<file path="config.mk">
export PLATFORM = sky130hd
export DESIGN_NAME = uart_word_link
export DESIGN_NICKNAME = d
export VERILOG_FILES = /design/src/rtl/uart_word_link.sv
export SDC_FILE = /design/constraint.sdc
export NUM_CORES = 1
export LEC_CHECK = 0
export BUFFER_PORTS_ARGS = -buffer_cell sky130_fd_sc_hd__buf_2
export CORE_MARGIN = 8
export CORE_UTILIZATION = 53
export DETAILED_ROUTE_END_ITERATION = 10
export HOLD_SLACK_MARGIN = 0.03
export PLACE_DENSITY = 0.84
export SLEW_MARGIN = 20
export SYNTH_ARGS = -nofsm -noshare
export SYNTH_HDL_FRONTEND = slang
export SYNTH_SLANG_ARGS = --single-unit
</file>
<file path="constraint.sdc">
create_clock -name clk_i -period 2.76 [get_ports clk_i]
set_clock_uncertainty 0.1 [all_clocks]
set_input_delay 0.276 -clock clk_i [delete_from_list [all_inputs] [get_ports clk_i]]
set_output_delay 0.276 -clock clk_i [all_outputs]
set_load 0.005 [all_outputs]
</file>
<file path="src/rtl/uart_word_link.sv">
// Word-to-byte bridge between the UART memory controller and an 8-bit AXI-stream UART core.
// TX splits a 32-bit word into four bytes LSB first; RX reassembles four bytes and drops stale partial words.
module uart_word_link #(
    parameter int unsigned TimeoutCycles = 120000,
    localparam int unsigned CntW = $clog2(TimeoutCycles + 1)
) (
    input  logic        clk_i,
    input  logic        reset_i,
    input  logic [31:0] tx_word_i,
    input  logic        tx_word_valid_i,
    output logic        tx_word_ready_o,
    output logic [7:0]  m_axis_tdata_o,
    output logic        m_axis_tvalid_o,
    input  logic        m_axis_tready_i,
    input  logic [7:0]  s_axis_tdata_i,
    input  logic        s_axis_tvalid_i,
    output logic        s_axis_tready_o,
    output logic [31:0] rx_word_o,
    output logic        rx_word_valid_o,
    input  logic        rx_word_ready_i,
    output logic        rx_timeout_o
);

    typedef enum logic {TxIdle, TxSend} tx_state_e;
    typedef enum logic {RxCollect, RxHold} rx_state_e;

    tx_state_e        tx_state_q, tx_state_d;
    logic [31:0]      tx_shift_q, tx_shift_d;
    logic [1:0]       tx_idx_q, tx_idx_d;

    rx_state_e        rx_state_q, rx_state_d;
    logic [31:0]      rx_word_q, rx_word_d;
    logic [1:0]       rx_idx_q, rx_idx_d;
    logic [CntW-1:0]  rx_cnt_q, rx_cnt_d;
    logic             rx_timeout_q, rx_timeout_d;
    logic             rx_byte_hs;

    // NOTE: state registers use <= so every flop samples pre-edge values regardless of statement order.
    always_ff @(posedge clk_i) begin
        if (reset_i) begin
            tx_state_q   <= TxIdle;
            tx_shift_q   <= '0;
            tx_idx_q     <= '0;
            rx_state_q   <= RxCollect;
            rx_word_q    <= '0;
            rx_idx_q     <= '0;
            rx_cnt_q     <= '0;
            rx_timeout_q <= 1'b0;
        end else begin
            tx_state_q   <= tx_state_d;
            tx_shift_q   <= tx_shift_d;
            tx_idx_q     <= tx_idx_d;
            rx_state_q   <= rx_state_d;
            rx_word_q    <= rx_word_d;
            rx_idx_q     <= rx_idx_d;
            rx_cnt_q     <= rx_cnt_d;
            rx_timeout_q <= rx_timeout_d;
        end
    end

    // NOTE: every next-state signal gets its hold value first, so no branch can infer a latch.
    always_comb begin
        tx_state_d = tx_state_q;
        tx_shift_d = tx_shift_q;
        tx_idx_d   = tx_idx_q;
        unique case (tx_state_q)
            TxIdle: begin
                if (tx_word_valid_i) begin
                    tx_shift_d = tx_word_i;
                    tx_idx_d   = 2'd0;
                    tx_state_d = TxSend;
                end
            end
            TxSend: begin
                if (m_axis_tready_i) begin
                    tx_shift_d = {8'h00, tx_shift_q[31:8]};
                    tx_idx_d   = tx_idx_q + 2'd1;
                    if (tx_idx_q == 2'd3) begin
                        tx_state_d = TxIdle;
                    end
                end
            end
            default: tx_state_d = TxIdle;
        endcase
    end

    // Handshake outputs come straight from state, so tready never reaches tx_word_ready_o combinationally.
    assign tx_word_ready_o = (tx_state_q == TxIdle);
    assign m_axis_tvalid_o = (tx_state_q == TxSend);
    assign m_axis_tdata_o  = tx_shift_q[7:0];

    assign rx_byte_hs = (rx_state_q == RxCollect) && s_axis_tvalid_i;

    always_comb begin
        rx_state_d   = rx_state_q;
        rx_word_d    = rx_word_q;
        rx_idx_d     = rx_idx_q;
        rx_cnt_d     = rx_cnt_q;
        rx_timeout_d = 1'b0;
        unique case (rx_state_q)
            RxCollect: begin
                if (rx_byte_hs) begin
                    rx_word_d[{rx_idx_q, 3'b000} +: 8] = s_axis_tdata_i;
                    rx_idx_d = rx_idx_q + 2'd1;
                    rx_cnt_d = '0;
                    if (rx_idx_q == 2'd3) begin
                        rx_state_d = RxHold;
                    end
                end else if (rx_idx_q != 2'd0) begin
                    // A byte landing on the final allowed cycle takes the branch above and wins.
                    if (rx_cnt_q == CntW'(TimeoutCycles - 1)) begin
                        rx_timeout_d = 1'b1;
                        rx_idx_d     = 2'd0;
                        rx_cnt_d     = '0;
                        rx_word_d    = '0;
                    end else begin
                        rx_cnt_d = rx_cnt_q + CntW'(1);
                    end
                end
            end
            RxHold: begin
                if (rx_word_ready_i) begin
                    rx_state_d = RxCollect;
                end
            end
            default: rx_state_d = RxCollect;
        endcase
    end

    assign s_axis_tready_o = (rx_state_q == RxCollect);
    assign rx_word_valid_o = (rx_state_q == RxHold);
    assign rx_word_o       = rx_word_q;
    assign rx_timeout_o    = rx_timeout_q;

endmodule

</file>
==> key figures, run 1 <==
Status
  • Status: finished, final reports clean

Critical path
  • Critical path class: register to register
  • Critical path's top delay family: simple AND/OR/NAND/NOR gates
  • Worst path required time: 2.90 ns
  • CP peak stage delay: 0.47 ns
  • CP Data Arrival Time: 2.60 ns
  • Crit end category: register
  • CP Max Fanout: 8
  • Buf/Inv on CP: 1
  • Crit path launch type: register
  • Slowest CP cell: dfxtp_1
  • Crit path cell chain: inv_1 -> ha_1 -> or3_1 -> nor4_2 -> a211oi_1 -> a22o_1

Synth
  • Cells after synthesis: 370
  • Area leader, netlist: dfxtp_1
  • Register bit count reported by yosys: 88
  • Net Count, Synth: 423
  • Syn Area/Cell: 9.85 sq um
  • Area fraction of the dominant cell type after synthesis: 0.483
  • Post-synth EDFFs: 0
  • Asr flop ratio synth: 0
  • Sequential area share after synthesis: 0.483
  • Mapped cell area: 0.00364 sq mm
  • Most frequent cell after synthesis: dfxtp_1
  • Yosys warns: 0
  • Synth top area cells: dfxtp_1, a22o_1, mux2i_1
  • Most used DFF post-synth: dfxtp_1
  • Synth cell types: 42
  • Synth cell count leaders: dfxtp_1, nor2_1, a22o_1

Clock network
  • Post-CTS Hold Buffers: 0
  • CTS max path bufs: 2
  • Setup Buffers After CTS: 0
  • CTS Buf Count: 9
  • # clock sinks: 88
  • Clock tree from TritonCTS: yes
  • CTS resizes: 0
  • Worst skew pair latency: 0.35 ns
  • H-tree levels: 3
  • Clock root buffer master: clkbuf_8
  • Worst-path clk slew: 0.09 ns

Layout
  • Ant. Diodes: 0
  • Nets: 500
  • Synthesis-to-layout area growth: 16.6%
  • Final instance area: 0.00425 sq mm
  • Share of cells above drive strength 1: 0.265

Detailed routing
  • DRC errors left: 0
  • Vias per cell: 5.69
  • Router iterations before antenna repair: 5
  • First DRT Iteration DRCs: 191
  • Detail Route Antenna Nets: 0
  • Avg WL per Cell: 16.2 um
  • WL final: 8610 um
  • Via count: 3027

Power
  • Lkg Pwr: 1.82 nW
  • Max VDD drop: 0.309 mV
  • Pwr/cell area: 574 mW/mm^2

Timing
  • Slew Viols, Final: 0
  • Final-report hold violation count: 0
  • RSZ-0062 raised after global routing: false
  • Worst setup margin: 0.307 ns
  • Fmax: 0.408 GHz
  • Fin crit share: 0.889
  • Setup TNS: 0 ns
  • Setup violations, final: 0
  • Hold slack: 0.0754 ns
  • Worst Tran Pin Value: 0.980 ns
  • Crit path time final: 2.45 ns
  • Slew HR: 0.342

Global routing
  • Overflow after GRT: 0
  • Global-route wire length before repair: 14200 um
  • Vias in the first global route: 2865
  • Initial antenna violation count: 0
  • Largest net degree at the start of global routing: 49
  • Overall global routing resource usage: 0.178

Floorplan
  • Die Area: 0.00979 sq mm
  • Initial Utilization: 0.542
  • Die height: 98.9 um
  • Total core area: 0.00672 sq mm
  • Die width: 98.9 um
  • Ports: 91
  • Number of placement rows: 30

Place
  • Detail Placement HPWL: 6380 um
  • Port Buffers: 90
  • RePlAce Congestion: 0.859
  • Place WS: 0.350 ns
  • Cell Area, Placed: 0.00408 sq mm

Flow run
  • Max Cap Viol: 0

Worst hold path
  • Worst min-delay path class: input port to register
per-layer routing:
| layer | up-vias | track usage | part of all wire |
|---|---|---|---|
| li1 | 1501 | - | - |
| met1 | 1397 | 0.225 | 0.44 |
| met2 | 115 | 0.277 | 0.47 |
| met3 | 14 | 0.0437 | 0.076 |
| met4 | 0 | 0.0826 | 0.021 |
| met5 | - | 0 | 0 |
layout by cell type (no fill, tap or decap), types with 8 or more instances in the layout:
cell type	instances
buf_2	90
a211oi_1	26
mux2i_1	24
nor2_1	62
a22oi_1	10
dfxtp_1	88
a22o_1	31
xor2_1	10
nand3_1	8
clkbuf_8	9
nor3_1	8
nand2_1	12
power by group:
group	internal [mW]	total, mW	switching (mW)	leakage [nW]
sequential	1.32	1.36	0.0332	0.717
combinational	0.126	0.300	0.174	1.01
clock	0.327	0.781	0.455	0.0854
worst reg2reg max path: cells and delay by family, from the launching register on:
| family | cells | cell delay [ns] |
|---|---|---|
| simple gates | 2 | 0.78 |
| fa+ha+maj | 1 | 0.32 |
| buf+inv | 1 | 0.13 |
| flops | 1 | 0.47 |
| compound gates | 2 | 0.55 |
layout make-up:
cell class,instances,area [sq um]
Timing Repair Buffer,95,488
Clock buffer,9,124
Multi-Input combinational cell,248,1710
Tap cell,80,100
Fill cell,532,2470
Sequential cell,88,1760
Clock inverter,7,47.5
Inverter,5,18.8
stage by stage:
step,utilization,power [mW],std cells
6_report,0.633,2.44,532
5_1_grt,0.633,2.55,532
3_5_place_dp,0.607,1.69,516
2_1_floorplan,-,1.59,370
4_1_cts,0.633,2.45,532
3_3_place_gp,0.607,1.67,516
registers in the layout, summed over array words and instances (netlist names):
register / flops
m_axis_tvalid_o: 1
rx_idx_q: 2
rx_timeout_o: 1
rx_word_valid_o: 1
rx_word_o: 32
tx_shift_q: 32
tx_idx_q: 2
rx_cnt_q: 17
final timing paths:
check                           depth (start not counted)  slack [ns]                    endpoint                       start
worst max-delay path                                    6        0.31  rx_word_o[27]$_SDFFE_PP0P_    rx_idx_q[0]$_SDFFE_PP0P_
worst max register to register                          6        0.31  rx_word_o[27]$_SDFFE_PP0P_    rx_idx_q[0]$_SDFFE_PP0P_
worst min register to register                          1        0.37  rx_word_o[23]$_SDFFE_PP0P_  rx_word_o[23]$_SDFFE_PP0P_
worst min-delay path                                    2        0.08  rx_word_o[25]$_SDFFE_PP0P_           s_axis_tdata_i[1]
kinds of logic (layout without fill, tap and decap cells):
group	count (synthesis)	count (layout)	share of synthesized area
compound gates	86	86	0.191
xor+xnor	13	13	0.0312
fa+ha+maj	7	7	0.0240
buf+inv	34	116	0.0470
flops	88	88	0.483
mux	24	24	0.0659
simple gates	118	118	0.157
Note: power is estimated with default switching activity, not from simulation.
==> run 2: changes to the inputs <==
==> constraint.sdc (replaced) <==
create_clock -name clk_i -period 2.76 [get_ports clk_i]
set_clock_uncertainty 0.1 [all_clocks]
set_input_delay 0.138 -clock clk_i [delete_from_list [all_inputs] [get_ports clk_i]]
set_output_delay 0.138 -clock clk_i [all_outputs]
set_load 0.005 [all_outputs]
==> run 2 against run 1 <==
  * Design area increased by 6.4%
  * Final cell count up 5.1%
  * Maximum frequency grew 0.11%
  * Non-clock buffer count is 27 higher
==> key figures, run 2 (same netlist as run 1, synthesis figures left out) <==
Global routing
  • Initial antenna violation count: 0 (unchanged)
  • Overflow after GRT: 0 (unchanged)
  • Vias in the first global route: 3041 (was 2865)
  • Overall global routing resource usage: 0.188 (was 0.178)
  • Largest net degree at the start of global routing: 49 (unchanged)
  • Global-route wire length before repair: 15000 um (was 14200 um)

Critical path
  • RR Startpoint: rx_idx_q[0]$_SDFFE_PP0P_ (unchanged)
  • CP peak stage delay: 0.47 ns (about the same)
  • R2r setup slk: 0.31 ns (about the same)
  • R2R cell count: 6 (unchanged)
  • Crit path launch type: register (unchanged)
  • Slowest CP cell: dfxtp_1 (unchanged)
  • Worst path required time: 2.90 ns (about the same)
  • RR Endpoint: rx_word_o[24]$_SDFFE_PP0P_ (was rx_word_o[27]$_SDFFE_PP0P_)
  • CP Data Arrival Time: 2.59 ns (was 2.60 ns)
  • Crit end category: register (unchanged)
  • CP Max Fanout: 8 (unchanged)
  • Critical path class: register to register (unchanged)
  • Crit path cell chain: inv_1 -> ha_1 -> or3_1 -> nor4_2 -> a211oi_1 -> a22o_1 (unchanged)

Timing
  • Fin crit share: 0.888 (was 0.889)
  • Worst Tran Pin Value: 0.974 ns (was 0.980 ns)
  • Slew HR: 0.347 (was 0.342)
  • Crit path time final: 2.45 ns (about the same)
  • Setup violations, final: 0 (unchanged)
  • Fmax: 0.408 GHz (about the same)
  • Final-report hold violation count: 0 (unchanged)
  • RSZ-0062 raised after global routing: false (unchanged)
  • Setup TNS: 0 ns (unchanged)
  • Slew Viols, Final: 0 (unchanged)

Floorplan
  • Initial Utilization: 0.542 (unchanged)
  • Die height: 98.9 um (unchanged)
  • Die width: 98.9 um (unchanged)
  • Total core area: 0.00672 sq mm (unchanged)
  • Ports: 91 (unchanged)
  • Number of placement rows: 30 (unchanged)
  • Die Area: 0.00979 sq mm (unchanged)

Power
  • Pwr/cell area: 546 mW/mm^2 (was 574 mW/mm^2)
  • Lkg Pwr: 1.93 nW (was 1.82 nW)
  • Max VDD drop: 0.315 mV (was 0.309 mV)

Place
  • Port Buffers: 90 (unchanged)
  • RePlAce Congestion: 0.859 (unchanged)
  • Detail Placement HPWL: 6380 um (unchanged)
  • Inst Count DP: 516 (unchanged)
  • Cell Area, Placed: 0.00408 sq mm (unchanged)

Clock network
  • Worst skew pair latency: 0.35 ns (about the same)
  • CTS Buf Count: 9 (unchanged)
  • CTS max path bufs: 2 (unchanged)
  • CTS resizes: 0 (unchanged)
  • Worst-path clk slew: 0.08 ns (was 0.09 ns)
  • # clock sinks: 88 (unchanged)
  • Clock tree from TritonCTS: yes (unchanged)
  • Setup Buffers After CTS: 0 (unchanged)
  • H-tree levels: 3 (unchanged)
  • Clock root buffer master: clkbuf_8 (unchanged)

Layout
  • Nets: 527 (was 500)
  • Most frequent cells in the layout: buf_2, dfxtp_1, nor2_1 (unchanged)
  • Ant. Diodes: 0 (unchanged)
  • Fillers: 491 (was 532)
  • Reg area: 0.00176 sq mm (unchanged)
  • Commonest non-fill, non-tap cell in the layout: buf_2 (unchanged)
  • Share of cells above drive strength 1: 0.251 (was 0.265)
  • Multi-input gate area: 0.00171 sq mm (unchanged)
  • Fin util: 0.673 (was 0.633)
  • Post-Layout Cell Count: 559 (was 532)
  • Synthesis-to-layout area growth: 24.1% (was 16.6%)
  • Final instance area: 0.00452 sq mm (was 0.00425 sq mm)

Detailed routing
  • Via count: 3145 (was 3027)
  • Router iterations before antenna repair: 4 (was 5)
  • WL final: 9090 um (was 8610 um)
  • First DRT Iteration DRCs: 176 (was 191)
  • Detail Route Antenna Nets: 0 (unchanged)
  • Vias per cell: 5.63 (was 5.69)
  • Avg WL per Cell: 16.3 um (was 16.2 um)
  • DRC errors left: 0 (unchanged)

Worst hold path
  • Worst min-delay path class: input port to register (unchanged)
  • Worst hold start: tx_word_i[4] (was s_axis_tdata_i[1])
  • Hold endpoint: tx_shift_q[4]$_SDFFE_PP0P_ (was rx_word_o[25]$_SDFFE_PP0P_)
  • Hold path depth: 3 (was 2)

Status
  • Status: finished, final reports clean (unchanged)

Flow run
  • Max Cap Viol: 0 (unchanged)
-- run 2: changes by cell type in the layout (fill, tap and decap cells not counted), sizes merged --
cell / before / now
dlygate4sd3: 0 / 27
-- run 2: area by class of cell --
type,instances,share of cell area
well taps,80,0.0221
flip-flops and latches,88,0.390
inverters,5,0.00415
repair buffers,122,0.168
clock buffers,9,0.0274
multi-input cells,248,0.379
clock inverters,7,0.0105
-- run 2: layer usage --
metal  GRT usage  wire [um]  up-vias
met2       0.300       4280      109
met4      0.0921        176        0
li1            -          -     1553
met3      0.0430        608       15
met1       0.232       4030     1468
met5           0          0        -
-- run 2: worst max-delay path by stage --
stage | startpoint | to | slack (ns) | cells after the start
after floorplan | rx_idx_q[0]$_SDFFE_PP0P_ | rx_word_o[24]$_SDFFE_PP0P_ | 0.63 | 6
after global placement | rx_idx_q[0]$_SDFFE_PP0P_ | rx_word_o[30]$_SDFFE_PP0P_ | 0.48 | 6
after CTS | rx_idx_q[0]$_SDFFE_PP0P_ | rx_word_o[27]$_SDFFE_PP0P_ | 0.33 | 6
final | rx_idx_q[0]$_SDFFE_PP0P_ | rx_word_o[24]$_SDFFE_PP0P_ | 0.31 | 6
after detailed placement | rx_idx_q[0]$_SDFFE_PP0P_ | rx_word_o[25]$_SDFFE_PP0P_ | 0.35 | 6
after global routing | rx_idx_q[0]$_SDFFE_PP0P_ | rx_word_o[31]$_SDFFE_PP0P_ | 0.1 | 6
-- run 2: per-stage QoR --
step | hold slack (ns) | setup slack, ns | power (mW)
2_1_floorplan | 0.153 | 0.627 | 1.59
3_3_place_gp | 0.285 | 0.477 | 1.67
3_5_place_dp | 0.293 | 0.350 | 1.69
4_1_cts | 0.0303 | 0.331 | 2.48
5_1_grt | 0.0425 | 0.0977 | 2.57
6_report | 0.0375 | 0.310 | 2.47
-- run 2: critical path, delay by kind of cell (launching register included) --
family	cells	cell delay, ns
AOI/OAI and AO/OA	2	0.54
adders and majority gates	1	0.31
buffers and inverters	1	0.13
DFF	1	0.47
and+or+nand+nor	2	0.78
-- run 2: what timing repair did --
item	CTS	global route
hold buffers	27	0
endpoints found under the hold margin	49	0
endpoints found under the setup margin	0	0
-- run 2: power by group --
part | switching (mW) | internal (mW) | total (mW)
Combinational | 0.181 | 0.151 | 0.332
Clock | 0.451 | 0.326 | 0.777
Sequential | 0.0341 | 1.32 | 1.36
